<file path="config.mk">
export PLATFORM = sky130hd
export DESIGN_NAME = serial_vector_assembler
export DESIGN_NICKNAME = d
export VERILOG_FILES = /design/src/rtl/serial_vector_assembler_pkg.sv /design/src/rtl/vector_out_reg.sv /design/src/rtl/serial_vector_assembler.sv
export SDC_FILE = /design/constraint.sdc
export NUM_CORES = 1
export LEC_CHECK = 0
export BUFFER_PORTS_ARGS = -buffer_cell sky130_fd_sc_hd__buf_2
export CAP_MARGIN = 10
export CORE_MARGIN = 2
export CORE_UTILIZATION = 46
export DETAILED_ROUTE_END_ITERATION = 8
export GPL_TIMING_DRIVEN = 0
export PLACE_DENSITY = 0.66
export SYNTH_ARGS = -nofsm -noshare
export SYNTH_HDL_FRONTEND = slang
export SYNTH_HIERARCHICAL = 1
export SYNTH_SLANG_ARGS = --single-unit
</file>
<file path="constraint.sdc">
create_clock -name clk -period 2.05 [get_ports clk]
set_input_delay 0.41 -clock clk [delete_from_list [all_inputs] [get_ports clk]]
set_output_delay 0.41 -clock clk [all_outputs]
set_load 0.01 [all_outputs]
</file>
<file path="src/rtl/serial_vector_assembler_pkg.sv">
// Shared definitions for the serial vector assembler and the downstream reversal stage.
package serial_vector_assembler_pkg;

  localparam int LSB_FIRST = 0;
  localparam int MSB_FIRST = 1;

  typedef enum logic [1:0] {
    IDLE,
    FILL,
    HOLD,
    STALL
  } asm_state_e;

  function automatic int cnt_w(input int k);
    return $clog2(k);
  endfunction

endpackage

</file>
<file path="src/rtl/vector_out_reg.sv">
// K-bit output register with valid/ready hold: a load always wins over a handshake
// on the same edge, and the data is kept after it has been consumed.
module vector_out_reg
  import serial_vector_assembler_pkg::*;
#(
  parameter int K = 4
) (
  input  logic         clk,
  input  logic         reset,
  input  logic         load,
  input  logic [K-1:0] load_data,
  input  logic         m_ready,
  output logic         m_valid,
  output logic [K-1:0] m_data
);

  always_ff @(posedge clk) begin
    if (reset) begin
      m_valid <= 1'b0;
      m_data  <= '0;
    end else if (load) begin
      m_valid <= 1'b1;
      m_data  <= load_data;
    end else if (m_valid && m_ready) begin
      m_valid <= 1'b0;
    end
  end

endmodule

</file>
<file path="src/rtl/serial_vector_assembler.sv">
// Assembles a serial bit stream into K-bit words; the final bit of a word goes straight
// into the output register so back-to-back words need no bubble cycle.
module serial_vector_assembler
  import serial_vector_assembler_pkg::*;
#(
  parameter int K         = 4,
  parameter int MSB_FIRST = 0
) (
  input  logic                  clk,
  input  logic                  reset,
  input  logic                  flush,
  input  logic                  s_valid,
  input  logic                  s_bit,
  output logic                  s_ready,
  output logic                  m_valid,
  output logic [K-1:0]          m_data,
  input  logic                  m_ready,
  output logic [cnt_w(K)-1:0]   bit_cnt,
  output logic [7:0]            word_cnt
);

  localparam int CW = cnt_w(K);
  localparam logic [CW-1:0] LAST = CW'(K - 1);
  localparam bit REVERSED = (MSB_FIRST == serial_vector_assembler_pkg::MSB_FIRST);

  logic [CW-1:0] bit_cnt_q;
  logic [K-1:0]  shift_q;
  logic [7:0]    word_cnt_q;
  logic [CW-1:0] pos;
  logic [K-1:0]  next_word;
  logic          accept;
  logic          final_bit;
  logic          load;
  asm_state_e    state;

  // State is a pure function of the counter and the output register; STALL is the only
  // state that refuses input, because the next bit would complete a word with nowhere to go.
  always_comb begin
    state = IDLE;
    if (m_valid) begin
      state = (bit_cnt_q == LAST && !m_ready) ? STALL : HOLD;
    end else if (bit_cnt_q != '0) begin
      state = FILL;
    end
  end

  always_comb begin
    s_ready   = !flush && (state != STALL);
    accept    = s_valid && s_ready;
    final_bit = (bit_cnt_q == LAST);
    load      = accept && final_bit;
    pos       = REVERSED ? (LAST - bit_cnt_q) : bit_cnt_q;
    next_word = shift_q;
    next_word[pos] = s_bit;
  end

  always_ff @(posedge clk) begin
    if (reset) begin
      bit_cnt_q  <= '0;
      shift_q    <= '0;
      word_cnt_q <= '0;
    end else if (flush) begin
      bit_cnt_q <= '0;
      shift_q   <= '0;
    end else if (accept) begin
      if (final_bit) begin
        bit_cnt_q  <= '0;
        shift_q    <= '0;
        word_cnt_q <= word_cnt_q + 8'd1;
      end else begin
        bit_cnt_q <= bit_cnt_q + CW'(1);
        shift_q   <= next_word;
      end
    end
  end

  vector_out_reg #(
    .K(K)
  ) u_out_reg (
    .clk      (clk),
    .reset    (reset),
    .load     (load),
    .load_data(next_word),
    .m_ready  (m_ready),
    .m_valid  (m_valid),
    .m_data   (m_data)
  );

  assign bit_cnt  = bit_cnt_q;
  assign word_cnt = word_cnt_q;

endmodule

</file>
==> run metrics <==
outcome finished clean; simple-gate portion of the synthesized area between 20% and 30%; FF/Latch Area 380 µm²; DIE AREA 2530 µm²; Root Buffer clkbuf_4; Worst-Skew Late Latency 310 ps; PostCTS Resize Cnt 0; Syn Std Cell Area 986 µm²; count of state elements after synthesis 19; Worst Skew 8.18 ps; Area contributors post-synth dfxtp_1 (39%), mux2_2 (8.0%), ha_1 (6.3%); max-cap violation count 0; wire length per cell 13.2 µm; Hold Crit Class input port to flop; Synth Area in XOR/XNOR 0%; critical path arrival 1500 ps; Post-Synthesis Cells 110; fill count 197; Max Buffers Root-to-Sink 2; Buffers on Ports 21; drc violations 0; final hold viol count 0; TritonCTS clock tree done; mux cell area share after synthesis 12.1%; pre-CTS setup slack around 190 ps; share of the yosys chip area belonging to registers 38.6%; Worst Tran Pin Value 474 ps; first-pass GRT wire length 3.69 mm; CP max FO 6; ant diodes 0; Hold Path End bit_cnt[1]$_SDFFE_PP0N_; grt ovf 0; Die Y 50.3 µm; max-slew violations 0; initial antenna violation count 0; TNS Setup 0 ps; number of synthesized flops with an enable pin 0; Die Wd 50.3 µm; required time of the critical path 1640 ps; Fmax achieved roughly 0.52 GHz; Multi-input gate area 541 µm²; 1st-iter DRT viols 13; Sink Count 19; worst hold path cell count 2; Async SR Flop Fraction 0%; GRT Total Usage 19.2%; reg2reg start bit_cnt[0]$_SDFFE_PP0N_; post-route ant nets 0; Final min period 1910 ps; area leader, netlist dfxtp_1; cts hold-fix bufs 0; Post-Syn Nets 121; Initial Util between 40% and 50%; CTS Buf Count 3; Leakage Power 0.464 nW; Post-synth top flop dfxtp_1; detailed-router iteration count before antenna repair 4; vias in the first global route 884; Worst-path clk slew 120 ps; Area Growth Syn to Fin 17.1%; Startpoint Class flop; Core Box Area 1980 µm²; vias per cell 5.46; post-synthesis adder-cell area fraction approximately 6.3%; Syn Area/Cell 8.96 µm²; min setup slack post-route 135 ps; largest family of logic cells by synthesized area simple AND/OR/NAND/NOR gates; Reg-to-Reg End word_cnt[7]$_SDFFE_PP0P_; synth cell count leaders dfxtp_1 (19), nor2_1 (10), a21oi_1 (9), mux2_2 (7), nor3_1 (7); Total Routed Length around 2.1 mm; # H-tree levels 1; Synth Area in Compound Gates 10.9%; Core Rows 16; global placement routability congestion 0.754; Nets about 150; most common cell in the netlist dfxtp_1; RSZ-0062 raised after global routing false; Tcrit/Tclk final 93.4%; power density cells between 500 and 600 nW/µm²; Post-CTS Setup Bufs 0; CP endpoint kind primary output; Synth top area share between 30% and 40%; io pins 22; largest net degree at the start of global routing 13; Vias approximately 880; FF-to-FF path depth 5; Final Setup Violations 0; critical path class flop to primary output; dpl hpwl roughly 1.6 mm; Peak VDD IR 0.430 mV; Slew HR 68.3%; Yosys Warn Count 6; hold wc startpoint flush; share of cells above drive strength 1 a little over a quarter; Cell variety after synth 25; r2r setup slk 190 ps
[state kept, by name, indices dropped and copies added (netlist names)]
register,count
shift_q,4
u_out_reg/m_valid,1
u_out_reg/m_data,4
bit_cnt,2
word_cnt,8
[report_power, final]
group          switching (mW)  internal, mW
Combinational          0.0274        0.0183
Sequential            0.00184         0.372
Clock                   0.127        0.0745
[per-stage QoR]
step / util (%) / instances / hold WS (ps) / cell area (µm²) / power (mW)
after floorplan: - / 110 / 410 / 986 / 0.408
after global placement: 56.8 / 158 / 419 / 1120 / 0.427
after detailed placement: 56.8 / 158 / 430 / 1120 / 0.428
after CTS: 58.3 / 162 / 332 / 1150 / 0.630
after global routing: 58.3 / 162 / 344 / 1150 / 0.644
final: 58.3 / 162 / 334 / 1150 / 0.620
[worst max path at each step]
stage	start	endpoint	slack (ps)	cells after the start
6_report	bit_cnt[0]$_SDFFE_PP0N_	s_ready	140	5
5_1_grt	bit_cnt[0]$_SDFFE_PP0N_	word_cnt[7]$_SDFFE_PP0P_	10	5
4_1_cts	bit_cnt[0]$_SDFFE_PP0N_	s_ready	120	5
3_5_place_dp	bit_cnt[0]$_SDFFE_PP0N_	word_cnt[7]$_SDFFE_PP0P_	190	5
3_3_place_gp	bit_cnt[1]$_SDFFE_PP0N_	word_cnt[7]$_SDFFE_PP0P_	260	5
2_1_floorplan	bit_cnt[0]$_SDFFE_PP0N_	word_cnt[6]$_SDFFE_PP0P_	430	5
[cell type report]
type,instances,share of cell area (%)
Sequential cell,19,32.9
Buffer,6,4.01
Clock inverter,1,0.650
Tap cell,27,2.93
Inverter,5,1.63
Timing Repair Buffer,21,9.10
Multi-Input combinational cell,80,46.8
Clock buffer,3,1.95
[logic make-up (layout without fill, tap and decap cells)]
group,after synthesis,after routing
and+or+nand+nor,46,46
DFF,19,19
AOI/OAI and AO/OA,18,18
muxes,11,11
buffers and inverters,11,36
adders and majority gates,5,5
[critical path, cell delays in order (launching register included)]
cell and delay, ps:
dfxtp_1 420, ha_1 190, and3b_1 160, clkbuf_1 220, nor2_1 60, buf_2 140
[layout by cell type (no fill, tap or decap), types with 2 or more instances in the layout]
cell type	Yosys	routed
clkbuf_4	0	3
buf_6	3	3
nand2b_1	3	3
nor3_1	7	7
ha_1	5	5
o31ai_1	4	4
or4_1	3	3
a21oi_1	9	9
nor2_1	10	10
nor4_1	3	3
nand3_1	2	2
nor2b_1	6	6
dfxtp_1	19	19
nand4_1	5	5
clkbuf_1	2	2
nand2_1	4	4
buf_2	1	22
inv_1	5	5
mux2i_1	4	4
mux2_2	7	7
o21ai_0	3	3
[layer usage]
| metal | global-route usage, % | share of wire [%] | routed length (µm) |
|---|---|---|---|
| met5 | 0 | 0 | 0 |
| met4 | 4.95 | 0.70 | 15 |
| met3 | 6.25 | 5.2 | 112 |
| met2 | 34.2 | 49 | 1050 |
| met1 | 21.8 | 45 | 961 |
(Power assumes the default switching activity.)
